===== config.mk =====
export PLATFORM = sky130hd
export DESIGN_NAME = fetch_stage
export DESIGN_NICKNAME = d
export VERILOG_FILES = /design/src/rtl/pipeline_pkg.sv /design/src/rtl/fetch_skid_buf.sv /design/src/rtl/fetch_stage.sv
export SDC_FILE = /design/constraint.sdc
export NUM_CORES = 1
export LEC_CHECK = 0
export ABC_AREA = 1
export BUFFER_PORTS_ARGS = -buffer_cell sky130_fd_sc_hd__buf_2
export CAP_MARGIN = 20
export CORE_ASPECT_RATIO = 1.5
export CORE_MARGIN = 3
export CORE_UTILIZATION = 53
export DETAILED_ROUTE_END_ITERATION = 12
export PLACE_DENSITY_LB_ADDON = 0.25
export SLEW_MARGIN = 10
export SYNTH_ARGS = -nofsm -noshare
export SYNTH_HDL_FRONTEND = slang
export SYNTH_SLANG_ARGS = --single-unit

===== constraint.sdc =====
create_clock -name clk -period 2.5 [get_ports clk]
set_input_delay 0.125 -clock clk [delete_from_list [all_inputs] [get_ports clk]]
set_output_delay 0.125 -clock clk [all_outputs]
set_load 0.01 [all_outputs]

===== src/rtl/pipeline_pkg.sv =====
// Shared pipeline definitions: word width, PC step, NOP encoding and the
// fetch FSM state type. The HOLD state only exists when FETCH_SKID_EN is
// defined.
package pipeline_pkg;

  localparam int          WORD_W    = 32;
  localparam logic [31:0] PC_STEP   = 32'd4;
  localparam logic [31:0] INSTR_NOP = 32'h0000_0000;

  typedef enum logic [1:0] {
    ST_REQ     = 2'd0,
`ifdef FETCH_SKID_EN
    ST_HOLD    = 2'd2,
`endif
    ST_DISCARD = 2'd1
  } fetch_state_t;

  // Sequential PC successor; wraps modulo 2^32.
  function automatic logic [WORD_W-1:0] pc_plus_step(input logic [WORD_W-1:0] pc);
    return pc + PC_STEP;
  endfunction

endpackage


===== src/rtl/fetch_skid_buf.sv =====
// One-entry instruction skid buffer: captures a response that arrived while
// the decode register was stalled, so the memory request can be dropped.
module fetch_skid_buf
  import pipeline_pkg::*;
(
  input  logic              clk,
  input  logic              reset,
  input  logic              load,
  input  logic              clear,
  input  logic [WORD_W-1:0] word,
  output logic [WORD_W-1:0] held_word,
  output logic              full
);

  logic [WORD_W-1:0] word_reg;
  logic              full_reg;

  // Capture on load, empty on clear or reset; load wins if both are seen.
  always_ff @(posedge clk) begin
    if (reset) begin
      word_reg <= INSTR_NOP;
      full_reg <= 1'b0;
    end else if (load) begin
      word_reg <= word;
      full_reg <= 1'b1;
    end else if (clear) begin
      word_reg <= INSTR_NOP;
      full_reg <= 1'b0;
    end
  end

  assign held_word = word_reg;
  assign full      = full_reg;

endmodule


===== src/rtl/fetch_stage.sv =====
// Instruction fetch stage. Issues word-aligned requests at pc, delivers a
// response to IF_ID in the same cycle it arrives, and handles redirects that
// land while a request is still outstanding by dropping the stale response.
// Optional feature macro: FETCH_SKID_EN (adds a one-entry skid buffer and the
// HOLD state so a stalled response is kept instead of re-requested).
module fetch_stage
  import pipeline_pkg::*;
#(
  parameter logic [31:0] RESET_PC = 32'h0000_0000
) (
  input  logic        clk,
  input  logic        reset,
  input  logic        stall,
  input  logic        branchTaken,
  input  logic [31:0] branchTarget,
  output logic        imemReq,
  output logic [31:0] imemAddr,
  input  logic        imemReady,
  input  logic [31:0] imemData,
  output logic [31:0] nextPcOUT,
  output logic [31:0] instruccionOUT,
  output logic        validOUT,
  output logic        flushOUT
);

  fetch_state_t      state_reg, state_next;
  logic [WORD_W-1:0] pc_reg, pc_next;
  logic [WORD_W-1:0] held_reg, held_next;
  logic [WORD_W-1:0] pc_step;
  logic              skid_load;
  logic              skid_clear;

  assign pc_step = pc_plus_step(pc_reg);

`ifdef FETCH_SKID_EN
  logic [WORD_W-1:0] skid_word;
  logic              skid_full;

  fetch_skid_buf u_skid (
    .clk       (clk),
    .reset     (reset),
    .load      (skid_load),
    .clear     (skid_clear),
    .word      (imemData),
    .held_word (skid_word),
    .full      (skid_full)
  );
`endif

  // State register: FSM state, program counter and the address of the
  // request whose response must be discarded.
  always_ff @(posedge clk) begin
    if (reset) begin
      state_reg <= ST_REQ;
      pc_reg    <= RESET_PC;
      held_reg  <= RESET_PC;
    end else begin
      state_reg <= state_next;
      pc_reg    <= pc_next;
      held_reg  <= held_next;
    end
  end

  // Next-state logic: redirect beats stall, stall beats delivery.
  always_comb begin
    state_next = state_reg;
    pc_next    = pc_reg;
    held_next  = held_reg;
    skid_load  = 1'b0;
    skid_clear = 1'b0;
    case (state_reg)
      ST_REQ: begin
        if (branchTaken) begin
          pc_next = branchTarget;
          // Response still in flight: remember where it went and drop it later.
          if (!imemReady) begin
            held_next  = pc_reg;
            state_next = ST_DISCARD;
          end
        end else if (imemReady && !stall) begin
          pc_next = pc_step;
        end else if (imemReady && stall) begin
`ifdef FETCH_SKID_EN
          skid_load  = 1'b1;
          state_next = ST_HOLD;
`endif
        end
      end
      ST_DISCARD: begin
        if (branchTaken) pc_next = branchTarget;
        if (imemReady)   state_next = ST_REQ;
      end
`ifdef FETCH_SKID_EN
      ST_HOLD: begin
        if (branchTaken) begin
          pc_next    = branchTarget;
          skid_clear = 1'b1;
          state_next = ST_REQ;
        end else if (!stall) begin
          pc_next    = pc_step;
          skid_clear = 1'b1;
          state_next = ST_REQ;
        end
      end
`endif
      default: state_next = ST_REQ;
    endcase
  end

  // Output logic: request, delivery and flush; everything quiet in reset.
  always_comb begin
    imemReq        = 1'b0;
    imemAddr       = 32'h0;
    validOUT       = 1'b0;
    flushOUT       = 1'b0;
    nextPcOUT      = 32'h0;
    instruccionOUT = INSTR_NOP;
    if (!reset) begin
      case (state_reg)
        ST_REQ: begin
          imemReq  = 1'b1;
          imemAddr = pc_reg;
          if (branchTaken) begin
            flushOUT = 1'b1;
          end else if (imemReady && !stall) begin
            validOUT       = 1'b1;
            instruccionOUT = imemData;
            nextPcOUT      = pc_step;
          end
        end
        ST_DISCARD: begin
          imemReq  = 1'b1;
          imemAddr = held_reg;
          flushOUT = branchTaken;
        end
`ifdef FETCH_SKID_EN
        ST_HOLD: begin
          flushOUT = branchTaken;
          if (!branchTaken && !stall && skid_full) begin
            validOUT       = 1'b1;
            instruccionOUT = skid_word;
            nextPcOUT      = pc_step;
          end
        end
`endif
        default: ;
      endcase
    end
  end

endmodule


Word level (Yosys, flattened, before mapping). Index checks and enable logic that the tools add are counted.

Reduce and logical (&&, ||, !) cells: 8. Eq/ne operators: 6. Bitwise gates (word level): 1. Muxes and demuxes: 27. Add/sub/neg operators: 1.

Operator list (number): $mux 32 (12); $pmux 32 s2 (2); $add 32x3->32 const B (1); $reduce_and 3->1 (3); $mux 1 (8); $ne 2x2->1 const B (4); $mux 2 (3); $pmux 2 s2 (1); $ne 3x3->1 const B (1); $eq 2x1->1 const B (1); $logic_not 2->1 (1); $pmux 1 s2 (1); $reduce_bool 2->1 (1); $reduce_or 2->1 (1); $logic_and 1x1->1 (1); $logic_not 1->1 (1); $not 1->1 (1).

Word-level logic and storage cells: 46. Bits in registers: 66. Input port bits: 69. Output and inout port bits: 99.

Logic depth before layout (Yosys ltp).
Word-level depth: 6. Depth in mapped cells: 10. Depth with buffers taken out: 10.

Least setup slack after synthesis. OpenSTA, ideal clock, no wires.

Kind: register -> output. Start point: register pc_reg[2]. End point: output port nextPcOUT[20]. Stages on the path, launching flop included: 8. Setup slack: 1.000 ns. Data required time: 2.375 ns. Buffers on the path: 0. Arrival: 1.375 ns. Path through: dfxtp_1 -> ha_1 -> nand2_1 -> nor2_2 -> nand2_4 -> nor2_4 -> nand3b_1 -> a21oi_1.

Longest elaborated chain between the ends: 5.

Ends and longest elaborated chain: start, declared (line fetch_stage.sv:27) `logic [WORD_W-1:0] pc_reg, pc_next;`; start signal, assigned (line fetch_stage.sv:59) `pc_reg <= pc_next;`; $add 32x3->32 (line pipeline_pkg.sv:20) `return pc + PC_STEP;`; $mux 32 (line fetch_stage.sv:125) `end else if (imemReady && !stall) begin`; $mux 32 (line fetch_stage.sv:123) `if (branchTaken) begin`; $mux 32 (line fetch_stage.sv:119) `case (state_reg)`; $mux 32 (line fetch_stage.sv:118) `if (!reset) begin`; end, declared (line fetch_stage.sv:20) `output logic [31:0] nextPcOUT,`.

Every way passes these cells.

Worst setup path in the final report.
Start point: input port imemReady. End point: output port nextPcOUT[10].

Longest elaborated chain between the ends: 5.

Ends and longest elaborated chain: start, declared (line fetch_stage.sv:18) `input logic imemReady,`; $logic_and 1x1->1 (line fetch_stage.sv:125); $mux 32 (line fetch_stage.sv:125); $mux 32 (line fetch_stage.sv:123); $mux 32 (line fetch_stage.sv:119); $mux 32 (line fetch_stage.sv:118).

Every way passes these cells.

==> out/results.tsv <==
stage	metric	value	unit
outcome	status	completed	
logic_synthesis	Synth Area in XOR/XNOR	0.0184	
timing	Slew Limit Fails	0	
placed_design	Post-Place Cells	939	
clocking	Worst-Skew Late Latency	0.33	ns
timing	relative slew slack	0.619	
routing	total iterations of the first detailed-routing run	5	
layout	layout cells sized above 1	0.283	
routing	top sig layer	met4	
logic_synthesis	Syn Area/Cell	6.08	um2
logic_synthesis	post-synthesis mux area share	0	
power	total design power	3.01	mW
timing	# setup viols final	0	
run	Max-Cap Viols	0	
routing	drt drc	0	
global_route	vias in the first global route	4598	
layout	antenna fix cells	0	
layout	commonest non-fill, non-tap cell in the layout	buf_2	
timing	Worst Skew	0.00810	ns
setup_path	CP required	2.38	ns
timing	endpoints failing hold	0	
routing	routed vias/inst	5.21	
routing	Total Routed Length	13100	um
layout	area growth from synthesis to layout	28.9	%
clocking	clock tree buffer depth	2	
power	peak supply drop	0.439	mV
layout	filler cell count	710	
logic_synthesis	post-synthesis simple-gate area fraction	0.271	
layout	most frequent cells in the layout	buf_2 (167), o21ai_0 (108), nand2_1 (104), a21oi_1 (104), inv_1 (98)	
timing	Worst Max-Slew Pin Slew	0.571	ns
routing	wire per inst	13.7	um
die	Chip Width	79.3	um
setup_path	crit end category	primary output	
placed_design	Port Buffers	167	
setup_path	CP Class	in -> out	
setup_path	CP max FO	44	
logic_synthesis	Cell variety after synth	29	
logic_synthesis	post-synth net total	773	
global_route	largest net degree at the start of global routing	61	
setup_path	Worst R2R End	pc_reg[18]	
min_path	Hold Crit Start	reset	
logic_synthesis	sequential fraction of the synthesis area	0.304	
timing	Setup TNS	0	ns
setup_path	crit start category	input port	
setup_path	Critical Path End	nextPcOUT[10]	
min_path	Hold Path Class	in -> reg	
clocking	clock buffer count from CTS	9	
global_route	first-pass GRT wire length	21400	um
setup_path	Reg2Reg Setup Slack	0.71	ns
logic_synthesis	Top FF cell, synth	dfxtp_1	
logic_synthesis	post-synthesis cell area	4280	um2
setup_path	Arrival @ worst endpoint	2.05	ns
logic_synthesis	Mapped Cells	703	
routing	Initial DRC Count	323	
power	Pleak	2.66	nW
setup_path	Crit. Startpoint	imemReady	
logic_synthesis	Synth Area in Adders	0.00293	
logic_synthesis	number of synthesized flops with an enable pin	0	
timing	min cycle time layout	2.18	ns
layout	fin area	5510	um2
die	core footprint	7710	um2
die	IO Pins	168	
clocking	Reg clk slew, reported paths	0.05	ns
timing	unrepaired setup endpoints after global routing	no	
layout	final std cells w/o fill	957	
global_route	initial antenna violation count	0	
clocking	# H-tree levels	3	
routing	met3 wire length	733	um
routing	M1 wire length	5390	um
logic_synthesis	ys async rst share	0	
die	chip height	116	um
placed_design	DP Area	5190	um2
logic_synthesis	main combinational cell family by area after synthesis	compound AO/OA/AOI/OAI gates	
timing	Peak Freq	0.459	GHz
logic_synthesis	register bit total from synthesis	65	
setup_path	Reg2Reg Depth	8	
routing	DR WL met2	6700	um
power	cell area power density	546	nW/um2
die	row count	39	
placed_design	Final GP Congestion	0.878	
timing	final period utilization	0.871	
logic_synthesis	YS warnings	0	
global_route	Total Routing Usage GR	0.290	
clocking	CTS Root Cell	clkbuf_16	
clocking	Post-CTS Setup Bufs	0	
die	Initial Utilization	0.555	
layout	final net count	921	
clocking	clock sink count	65	
die	die area	9210	um2
routing	Antenna Violating Nets Remaining	0	
setup_path	Reg2Reg Launch Point	pc_reg[2]	
placed_design	DP HPWL	9580	um
routing	DR vias	4988	
logic_synthesis	Compound-Gate Fraction of Synth Area	0.275	
clocking	TritonCTS clock tree	yes	
global_route	GRT overflow	0	
==> synth_stat cells (3+ instances only) <==
| master | count | area share |
|---|---|---|
| a21oi_1 | 104 | 0.12 |
| a21oi_2 | 7 | 0.014 |
| buf_1 | 3 | 0.0026 |
| buf_2 | 4 | 0.0047 |
| clkbuf_1 | 34 | 0.030 |
| dfxtp_1 | 65 | 0.30 |
| inv_1 | 99 | 0.087 |
| nand2_1 | 104 | 0.091 |
| nand2_2 | 4 | 0.0059 |
| nand3_1 | 31 | 0.036 |
| nor2_1 | 77 | 0.068 |
| nor2_2 | 9 | 0.013 |
| nor2_4 | 7 | 0.018 |
| o21ai_0 | 108 | 0.13 |
| o21ai_1 | 8 | 0.0094 |
| or2_2 | 15 | 0.022 |
| xnor2_1 | 3 | 0.0061 |
| xor2_1 | 6 | 0.012 |
==> critical path, stage by stage <==
cell,delay [ns]
dlygate4sd3_1,0.52
buf_2,0.11
inv_1,0.05
nor2_1,0.08
nand2_1,0.07
nor2_1,0.26
inv_2,0.26
buf_12,0.24
nor2_1,0.15
buf_2,0.15
==> area by class of cell <==
class                      instances  area, um2  area share
tap                              102        128      0.0231
clock buffer                      12        256      0.0465
clock inverter                     3       40.0     0.00726
inverter                         102        383      0.0694
timing repair buffer             179        971       0.176
multi-input combinational        494       2430       0.441
sequential                        65       1300       0.236
==> worst min-delay path by stage <==
stage | endpoint | cells past startpoint
after floorplan | state_reg[0] | 1
after global placement | state_reg[0] | 2
after detailed placement | state_reg[0] | 2
after CTS | pc_reg[2] | 2
after global routing | pc_reg[2] | 2
final | pc_reg[2] | 2
==> metrics by stage <==
step                      utilization  worst slack (ns)  hold slack, ns
final                           0.715             0.322          0.0445
after global routing            0.715             0.199          0.0428
after CTS                       0.715             0.345          0.0338
after detailed placement        0.673             0.708           0.330
after global placement          0.673             0.753           0.314
after floorplan                     -              1.00           0.202
==> kinds of logic after synthesis <==
family / count (synthesis)
XOR/XNOR: 9
flip-flops: 65
adder cells (fa/ha/maj): 1
AND/OR/NAND/NOR: 255
AO/OA/AOI/OAI: 229
buffers and inverters: 144
==> repair_timing <==
| item | in CTS | in global routing |
|---|---|---|
| endpoints found under the setup margin | 0 | 0 |
| hold buffers | 3 | 0 |
| gates resized for setup | 0 | 0 |
| endpoints found under the hold margin | 3 | 0 |
==> report_power, final <==
part	switching (mW)	total, mW	internal [mW]
clock	0.442	1.26	0.816
sequential	0.0964	1.22	1.12
combinational	0.321	0.537	0.216
total	0.859	3.01	2.15
==> routing by layer <==
metal / up-vias / track usage
li1: 2554 / -
met1: 2233 / 0.368
met2: 178 / 0.496
met3: 23 / 0.0435
met4: 0 / 0.108
met5: - / 0
Power figures use the tool's default switching activity.
